--- config.mk ---
export PLATFORM = sky130hd
export DESIGN_NAME = cordic_phase_gen_flat
export DESIGN_NICKNAME = d
export VERILOG_FILES = /design/src/rtl/cordic_phase_gen_if.sv /design/src/rtl/cordic_phase_gen.sv /design/src/flat_wrapper.sv
export SDC_FILE = /design/constraint.sdc
export NUM_CORES = 1
export LEC_CHECK = 0
export BUFFER_PORTS_ARGS = -buffer_cell sky130_fd_sc_hd__buf_2
export CAP_MARGIN = 25
export CORE_UTILIZATION = 50
export DETAILED_ROUTE_END_ITERATION = 10
export PLACE_DENSITY = 0.75
export SYNTH_ARGS = -nofsm -noshare
export SYNTH_HDL_FRONTEND = slang
export SYNTH_SLANG_ARGS = --single-unit
--- constraint.sdc ---
create_clock -name clk -period 6.44 [get_ports clk]
set_input_delay 1.288 -clock clk [delete_from_list [all_inputs] [get_ports clk]]
set_output_delay 1.288 -clock clk [all_outputs]
set_load 0.03 [all_outputs]
--- src/rtl/cordic_phase_gen_if.sv ---
// Sample stream from the phase generator to the CORDIC rotator:
// starting vector (x_start, y_start) plus rotation angle under valid/ready.
interface cordic_phase_gen_if #(
  parameter int unsigned XY_W    = 16,
  parameter int unsigned ANGLE_W = 32
);
  logic               out_valid;
  logic               out_ready;
  logic [XY_W-1:0]    x_start;
  logic [XY_W-1:0]    y_start;
  logic [ANGLE_W-1:0] angle;

  modport master (output out_valid, x_start, y_start, angle, input  out_ready);
  modport slave  (input  out_valid, x_start, y_start, angle, output out_ready);
endinterface

--- src/rtl/cordic_phase_gen.sv ---
// Phase accumulator feeding a CORDIC rotator: emits bursts of (amp, 0, phase)
// samples, advancing phase by fcw on every accepted sample.
module cordic_phase_gen #(
  parameter int unsigned XY_W    = 16,
  parameter int unsigned ANGLE_W = 32,
  parameter int unsigned CNT_W   = 16
) (
  input  logic               clk,
  input  logic               rst_n,
  input  logic               start,
  input  logic               stop,
  input  logic [ANGLE_W-1:0] fcw,
  input  logic [ANGLE_W-1:0] phase_init,
  input  logic [CNT_W-1:0]   burst_len,
  input  logic [XY_W-1:0]    amp,
  output logic               busy,
  output logic               done,
  output logic [CNT_W-1:0]   sample_cnt,
  cordic_phase_gen_if.master smp
);

  typedef enum logic [1:0] {
    IDLE = 2'd0,
    RUN  = 2'd1,
    STOP = 2'd2
  } state_t;

  state_t             state;
  state_t             state_nxt;
  logic [ANGLE_W-1:0] phase;
  logic [ANGLE_W-1:0] phase_nxt;
  logic [ANGLE_W-1:0] fcw_q;
  logic [ANGLE_W-1:0] fcw_nxt;
  logic [CNT_W-1:0]   len_q;
  logic [CNT_W-1:0]   len_nxt;
  logic [CNT_W-1:0]   cnt_nxt;
  logic [XY_W-1:0]    amp_q;
  logic [XY_W-1:0]    amp_nxt;
  logic               valid_q;
  logic               valid_nxt;
  logic               done_nxt;
  logic               busy_nxt;

  logic               hs_c;
  logic               last_c;
  logic [CNT_W-1:0]   cnt_inc_c;
  logic [ANGLE_W-1:0] phase_inc_c;

  assign hs_c        = valid_q && smp.out_ready;
  assign cnt_inc_c   = sample_cnt + CNT_W'(1);
  assign phase_inc_c = phase + fcw_q;
  // burst_len == 0 means continuous, so it can never be the last sample
  assign last_c      = (len_q != '0) && (cnt_inc_c == len_q);

  assign smp.out_valid = valid_q;
  assign smp.angle     = phase;
  assign smp.x_start   = amp_q;
  assign smp.y_start   = '0;

  // State register and all datapath/output registers
  always_ff @(posedge clk or negedge rst_n) begin
    if (!rst_n) begin
      state      <= IDLE;
      phase      <= '0;
      fcw_q      <= '0;
      len_q      <= '0;
      amp_q      <= '0;
      sample_cnt <= '0;
      valid_q    <= 1'b0;
      done       <= 1'b0;
      busy       <= 1'b0;
    end else begin
      state      <= state_nxt;
      phase      <= phase_nxt;
      fcw_q      <= fcw_nxt;
      len_q      <= len_nxt;
      amp_q      <= amp_nxt;
      sample_cnt <= cnt_nxt;
      valid_q    <= valid_nxt;
      done       <= done_nxt;
      busy       <= busy_nxt;
    end
  end

  // Next-state and next-register values
  always_comb begin
    state_nxt = state;
    phase_nxt = phase;
    fcw_nxt   = fcw_q;
    len_nxt   = len_q;
    amp_nxt   = amp_q;
    cnt_nxt   = sample_cnt;
    valid_nxt = valid_q;
    done_nxt  = 1'b0;

    unique case (state)
      IDLE: begin
        valid_nxt = 1'b0;
        if (start) begin
          fcw_nxt   = fcw;
          len_nxt   = burst_len;
          amp_nxt   = amp;
          phase_nxt = phase_init;
          cnt_nxt   = '0;
          valid_nxt = 1'b1;
          state_nxt = RUN;
        end
      end
      RUN: begin
        if (hs_c) begin
          phase_nxt = phase_inc_c;
          cnt_nxt   = cnt_inc_c;
          if (last_c || stop) begin
            valid_nxt = 1'b0;
            done_nxt  = 1'b1;
            state_nxt = IDLE;
          end
        end else if (stop) begin
          // pending sample stays valid until the rotator takes it
          state_nxt = STOP;
        end
      end
      STOP: begin
        if (hs_c) begin
          phase_nxt = phase_inc_c;
          cnt_nxt   = cnt_inc_c;
          valid_nxt = 1'b0;
          done_nxt  = 1'b1;
          state_nxt = IDLE;
        end
      end
      default: begin
        valid_nxt = 1'b0;
        state_nxt = IDLE;
      end
    endcase

    busy_nxt = (state_nxt != IDLE);
  end

endmodule

--- src/flat_wrapper.sv ---
// flat-port wrapper written by rule: the top's interface ports become plain ports
module cordic_phase_gen_flat 
#(
  parameter int unsigned XY_W    = 16,
  parameter int unsigned ANGLE_W = 32,
  parameter int unsigned CNT_W   = 16
)
  (clk, rst_n, start, stop, fcw, phase_init, burst_len, amp, busy, done, sample_cnt, smp_out_valid, smp_x_start, smp_y_start, smp_angle, smp_out_ready);
  cordic_phase_gen_if #(.XY_W(XY_W), .ANGLE_W(ANGLE_W)) smp_i ();
  input  logic clk;
  input  logic rst_n;
  input  logic start;
  input  logic stop;
  input  logic [ANGLE_W-1:0] fcw;
  input  logic [ANGLE_W-1:0] phase_init;
  input  logic [CNT_W-1:0] burst_len;
  input  logic [XY_W-1:0] amp;
  output logic busy;
  output logic done;
  output logic [CNT_W-1:0] sample_cnt;
  output wire logic [$bits(smp_i.out_valid)-1:0] smp_out_valid;
  output wire logic [$bits(smp_i.x_start)-1:0] smp_x_start;
  output wire logic [$bits(smp_i.y_start)-1:0] smp_y_start;
  output wire logic [$bits(smp_i.angle)-1:0] smp_angle;
  input wire logic [$bits(smp_i.out_ready)-1:0] smp_out_ready;
  assign smp_out_valid = smp_i.out_valid;
  assign smp_x_start = smp_i.x_start;
  assign smp_y_start = smp_i.y_start;
  assign smp_angle = smp_i.angle;
  assign smp_i.out_ready = smp_out_ready;
  cordic_phase_gen #(.XY_W(XY_W), .ANGLE_W(ANGLE_W), .CNT_W(CNT_W)) u_core (.clk(clk), .rst_n(rst_n), .start(start), .stop(stop), .fcw(fcw), .phase_init(phase_init), .burst_len(burst_len), .amp(amp), .busy(busy), .done(done), .sample_cnt(sample_cnt), .smp(smp_i));
endmodule
==> After elaboration in Yosys (flattened, before gate mapping) <==
Index checks and enable logic that the tools add are counted.
{ "totals": {"reg_bits": 117, "latchBits": 0, "ramBits": 0, "mem_bits_ro": 0, "input_bits": 101, "output_inout_bits": 83, "word_cells": 51, "mem_count": 0} }
{ "op_classes": {"add_sub_neg": 2, "n_mul": 0, "div_mod_pow": 0, "order_cmp": 0, "eq_ne": 8, "n_shift": 0, "n_mux": 21, "n_bitwise": 0, "reduce_logical": 11} }
{ "op_table": {"columns": ["operator", "count"], "rows": [
  ["$mux 32", 2],
  ["$pmux 32 s2", 1],
  ["$add 32x32->32", 1],
  ["$mux 16", 2],
  ["$pmux 16 s2", 1],
  ["$add 16x1->16 const B", 1],
  ["$eq 16x16->1", 1],
  ["$reduce_bool 16->1", 1],
  ["$mux 2", 5],
  ["$ne 2x1->1 const B", 4],
  ["$mux 1", 7],
  ["$pmux 2 s3", 1],
  ["$reduce_and 3->1", 2],
  ["$reduce_bool 2->1", 2],
  ["$pmux 1 s3", 1],
  ["$eq 2x1->1 const B", 1],
  ["$eq 2x2->1 const B", 1],
  ["$logic_and 1x1->1", 2],
  ["$logic_not 2->1", 1],
  ["$ne 2x2->1 const B", 1],
  ["$pmux 1 s2", 1],
  ["$reduce_and 2->1", 1],
  ["$reduce_or 2->1", 1],
  ["$logic_or 1x1->1", 1]
]} }

==> Depth between registers and ports, before layout <==
{ "logic_depth": {"ltp_word": 8, "mapped_depth": 12, "depth_no_buf": 12} }

==> Least setup slack after synthesis <==
No wires, ideal clock.
{ "synth_timing": {"path_type": "input port to flip-flop", "startpoint": "input port smp_out_ready", "endpoint": "register u_core.busy", "setup_ns": 0.129, "arrival_time_ns": 2.678, "t_required_ns": 6.311, "setup_slack_ns": 3.633, "path_stages": 9, "n_path_buf": 0, "path_cell_list": "nand2_1 > nor3_1 > nand4_1 > nor4_1 > nand4_1 > a2111oi_2 > nor3b_1 > a211oi_2 > o22ai_1"} }
{ "synth_between": {"elab_chain_len": 4, "elab_cells_between_ends": 5, "classes_between": "3 x mux; 2 x reduce/logical"} }
{ "synth_lines": {"columns": ["element", "line", "text"], "rows": [
  ["start, declared", "flat_wrapper.sv:25", "input wire logic [$bits(smp_i.out_ready)-1:0] smp_out_ready;"],
  ["$logic_and 1x1->1 *", "cordic_phase_gen.sv:49", "assign hs_c = valid_q && smp.out_ready;"],
  ["$mux 2, on equally long branches", "cordic_phase_gen.sv:124, cordic_phase_gen.sv:110", null],
  ["$pmux 2 s3 *", "cordic_phase_gen.sv:96", "unique case (state)"],
  ["$reduce_bool 2->1 *", "cordic_phase_gen.sv:138", "busy_nxt = (state_nxt != IDLE);"],
  ["named net u_core.busy_nxt", "cordic_phase_gen.sv:42", "logic busy_nxt;"],
  ["end signal, assigned", "cordic_phase_gen.sv:81", "busy <= busy_nxt;"],
  ["end, declared", "cordic_phase_gen.sv:16", "output logic busy,"]
]} }
Mark *: on every way through the listed nets, which the timed path passes. The rest lies on a longest branch.
A chain may end at the register's enable or synchronous reset.

==> Worst setup path after layout <==
{ "layout_timing": {"startpoint": "register u_core.phase[1] (netlist: u_core.smp.angle[1])", "endpoint": "register u_core.phase[29] (netlist: u_core.smp.angle[29])"} }
{ "layout_between": {"elab_chain_len": 3} }
{ "layout_lines": {"columns": ["element", "line", "text"], "rows": [
  ["start, declared", "cordic_phase_gen.sv:30", "logic [ANGLE_W-1:0] phase;"],
  ["start signal, assigned", "cordic_phase_gen.sv:74", "phase <= phase_nxt;"],
  ["$add 32x32->32", "cordic_phase_gen.sv:51", "assign phase_inc_c = phase + fcw_q;"],
  ["$mux 32", "cordic_phase_gen.sv:110, cordic_phase_gen.sv:124", null],
  ["$pmux 32 s2", "cordic_phase_gen.sv:96", null]
]} }
Every way passes these cells. The select of a mux whose other input is x is not followed.

==> flow_metrics.env <==
export IMPL_outcome="complete, no violations"
export IMPL_ys_flop_type="dfrtp_1"
export IMPL_postCtsSetupRepairBufs=0
export IMPL_cts_buffer_depth=2
export IMPL_cells_on_worst_reg2reg_path=10
export IMPL_grt_most_used_layer="met2"
export IMPL_grt_start_max_net_pins=70
export IMPL_synth_distinct_cells=64
export IMPL_worst_setup_path_type="register to register"
export IMPL_final_nets=1012
export IMPL_ant_nets=0
export IMPL_cts_root_buf="clkbuf_16"
export IMPL_worst_path_max_delay_cell="a211oi_1"
export IMPL_number_of_flops_mapped_to_enable_cells_by_yosys=0
export IMPL_ys_top_cells_by_count="117 x dfrtp_1, 66 x mux2_2, 60 x a21oi_1, 59 x nand2_1, 56 x o21ai_0"
export IMPL_wire_per_inst_um=15.6
export IMPL_worstSetupEndpointType="register"
export IMPL_cap_viol_max_count=0
export IMPL_num_vias=5899
export IMPL_areaGrowthSynthToFinish_pct=21.6
export IMPL_remaining_drc_errors=0
export IMPL_finalCritPeriodShare=0.470
export IMPL_detail_route_first_pass_iterations=5
export IMPL_clk_transition_reported_paths_ns=0.05
export IMPL_endpoints_failing_hold=0
export IMPL_gr_usage_all_layers=0.241
export IMPL_ctsResizeCount=0
export IMPL_highest_clock_rate_mhz=330
export IMPL_worstSetupPathDepth=10
export IMPL_design_die_area_sq_um=14700
export IMPL_cts_tree="built"
export IMPL_gr_usage_met3=0.0681
export IMPL_timing_critical_path_required_ns=6.73
export IMPL_via_count_of_the_first_global_routing_pass=5687
export IMPL_seq_area_frac_synth=0.411
export IMPL_cts_h_tree_depth=4
export IMPL_yosys_warnings=0
export IMPL_setup_repair_after_global_routing_missed_its_margin="no"
export IMPL_ys_async_sr_fraction=1.00
export IMPL_worst_ep_arrival_time_ns=3.31
export IMPL_ys_ff_latch=117
export IMPL_setup_worst_path_start_class="register"
export IMPL_later_pin_clock_latency_in_the_skew_report_ns=0.42
export IMPL_globalRouteMet2Util=0.384
export IMPL_post_drt_via_cell_ratio=5.53
export IMPL_initial_utilization=0.513
export IMPL_initial_detailed_routing_violation_count=290
export IMPL_numPortBuffers=167
export IMPL_synth_cell_area_sq_um=7120
export IMPL_hold_path_class="register to register"
export IMPL_peak_supply_drop_uv=351
export IMPL_crit_path_frequent_cell="a21oi_1"
export IMPL_timing_critical_path_buf_inv=0
export IMPL_clk_skew_ns=0.00804
export IMPL_drt_total_wl_um=16700
export IMPL_tightest_slew_ns=0.926
export IMPL_maxSlewViolCount=0
export IMPL_yosysTopAreaCellShare=0.411
export IMPL_core_area_sq_um=13900
export IMPL_crit_fanout=4
export IMPL_power_per_cell_area_nw_per_um2=642
export IMPL_grt_first_pass_wirelength_um=27400
export IMPL_grt_met1_usage=0.307
export IMPL_min_delay_path_depth=1
export IMPL_global_route_overflow=0
export IMPL_yosysMostFrequentCell="dfrtp_1"
export IMPL_antenna_violations_before_repair=1
export IMPL_timing_max_slew_rel_slack=0.382
export IMPL_numPlacedInstances=1034
export IMPL_die_height_um=121
export IMPL_post_synth_cell_area_avg_sq_um=9.98
export IMPL_row_count=43
export IMPL_cts_inserted_buffers=17
export IMPL_synth_top_cells_by_area="dfrtp_1 41%, mux2_2 10%, ha_1 6.3%"
export IMPL_p_leak_nw=4.09
export IMPL_worst_path_largest_cell_delay_ns=0.44
export IMPL_cts_sinks=117
export IMPL_synthesis_instances=714
export IMPL_fin_setup_tns_ns=0
export IMPL_finish_utilization=0.624
export IMPL_fin_crit_ns=3.03
export IMPL_gp_congestion=0.890
export IMPL_finalNonFillerCells=1066
export IMPL_die_w_um=121
export IMPL_crit_family="compound AO/OA/AOI/OAI gates"
export IMPL_ports_placed_on_the_boundary=184
export IMPL_setup_violations_final=0
export IMPL_dp_hpwl_um=11900
export IMPL_worstPathCellList="ha_1 > a211oi_1 > o211ai_1 > a211oi_1 > a21oi_1 > o2111ai_1 > a21oi_1 > or3_1 > a31oi_1 > a21oi_1"
export IMPL_antenna_cells_inserted=0
export IMPL_synth_largest_area_cell="dfrtp_1"
export IMPL_drive_gt1_frac=0.326
export IMPL_hold_ws_ns=0.495
export IMPL_hold_buf_count_cts=0
## final timing paths
path / end / slack, ns / startpoint
max: u_core.smp.angle[29]$_DFFE_PN0P_ / 3.41 / u_core.smp.angle[1]$_DFFE_PN0P_
min: u_core.smp.x_start[8]$_DFFE_PN0P_ / 0.50 / u_core.smp.x_start[8]$_DFFE_PN0P_
max reg2reg: u_core.smp.angle[29]$_DFFE_PN0P_ / 3.41 / u_core.smp.angle[1]$_DFFE_PN0P_
min reg2reg: u_core.smp.x_start[8]$_DFFE_PN0P_ / 0.50 / u_core.smp.x_start[8]$_DFFE_PN0P_
max in group asynchronous: u_core.smp.angle[17]$_DFFE_PN0P_ / 4.27 / rst_n
min in group asynchronous: u_core.sample_cnt[9]$_DFFE_PN0P_ / 0.98 / rst_n
## per-layer routing
layer,share of wire,routed length [um]
met1,0.45,7480
met2,0.47,7890
met3,0.057,958
met4,0.020,330
met5,0.00048,8
## logic make-up (layout without fill, tap and decap cells)
group / after synthesis / in the layout / share of synthesized area
compound gates: 193 / 193 / 0.168
xor+xnor: 46 / 46 / 0.0566
buf+inv: 66 / 223 / 0.0476
fa+ha+maj: 37 / 37 / 0.0660
other cells: 1 / 16 / 0.000526
simple gates: 169 / 169 / 0.120
flops: 117 / 117 / 0.411
mux: 85 / 85 / 0.131
## where the power goes
part	internal (W)	switching (W)
Clock	0.000645	0.000329
Combinational	0.00133	0.00189
Sequential	0.00108	0.000276
## cells in the final DEF (no fill, tap or decap), drive strengths merged, types with 13 or more instances in the layout
master / count
a21o: 21
ha: 36
inv: 20
conb: 16
xnor2: 33
buf: 172
nand2: 59
a21oi: 60
clkbuf: 23
mux2i: 19
nor2: 32
mux2: 66
nand3: 20
xor2: 13
dfrtp: 117
o21ai: 56
## area by class of cell
type / count / area (sq um)
Clock buffer: 23 / 488
Clock inverter: 8 / 123
Fill cell: 1180 / 5220
Inverter: 20 / 75.1
Multi-Input combinational cell: 546 / 3930
Sequential cell: 117 / 2930
Tap cell: 180 / 225
Timing Repair Buffer: 172 / 888
## sequential cells by signal (all words and copies together), names as in the netlist
name,count
u_core.fcw_q,32
u_core.smp.angle,32
u_core.len_q,16
u_core.sample_cnt,16
u_core.smp.x_start,16
u_core.state,2
u_core.busy,1
u_core.done,1
u_core.smp.out_valid,1
## per-stage QoR
stage                     setup slack (ns)  power (W)  area [sq um]
after floorplan                       3.63    0.00382          7180
after global placement                3.22    0.00450          8030
after detailed placement              3.16    0.00456          8030
after CTS                             3.38    0.00557          8640
after global routing                  3.16    0.00599          8660
final                                 3.41    0.00555          8660
No activity file was read; power rests on OpenSTA's default activity.
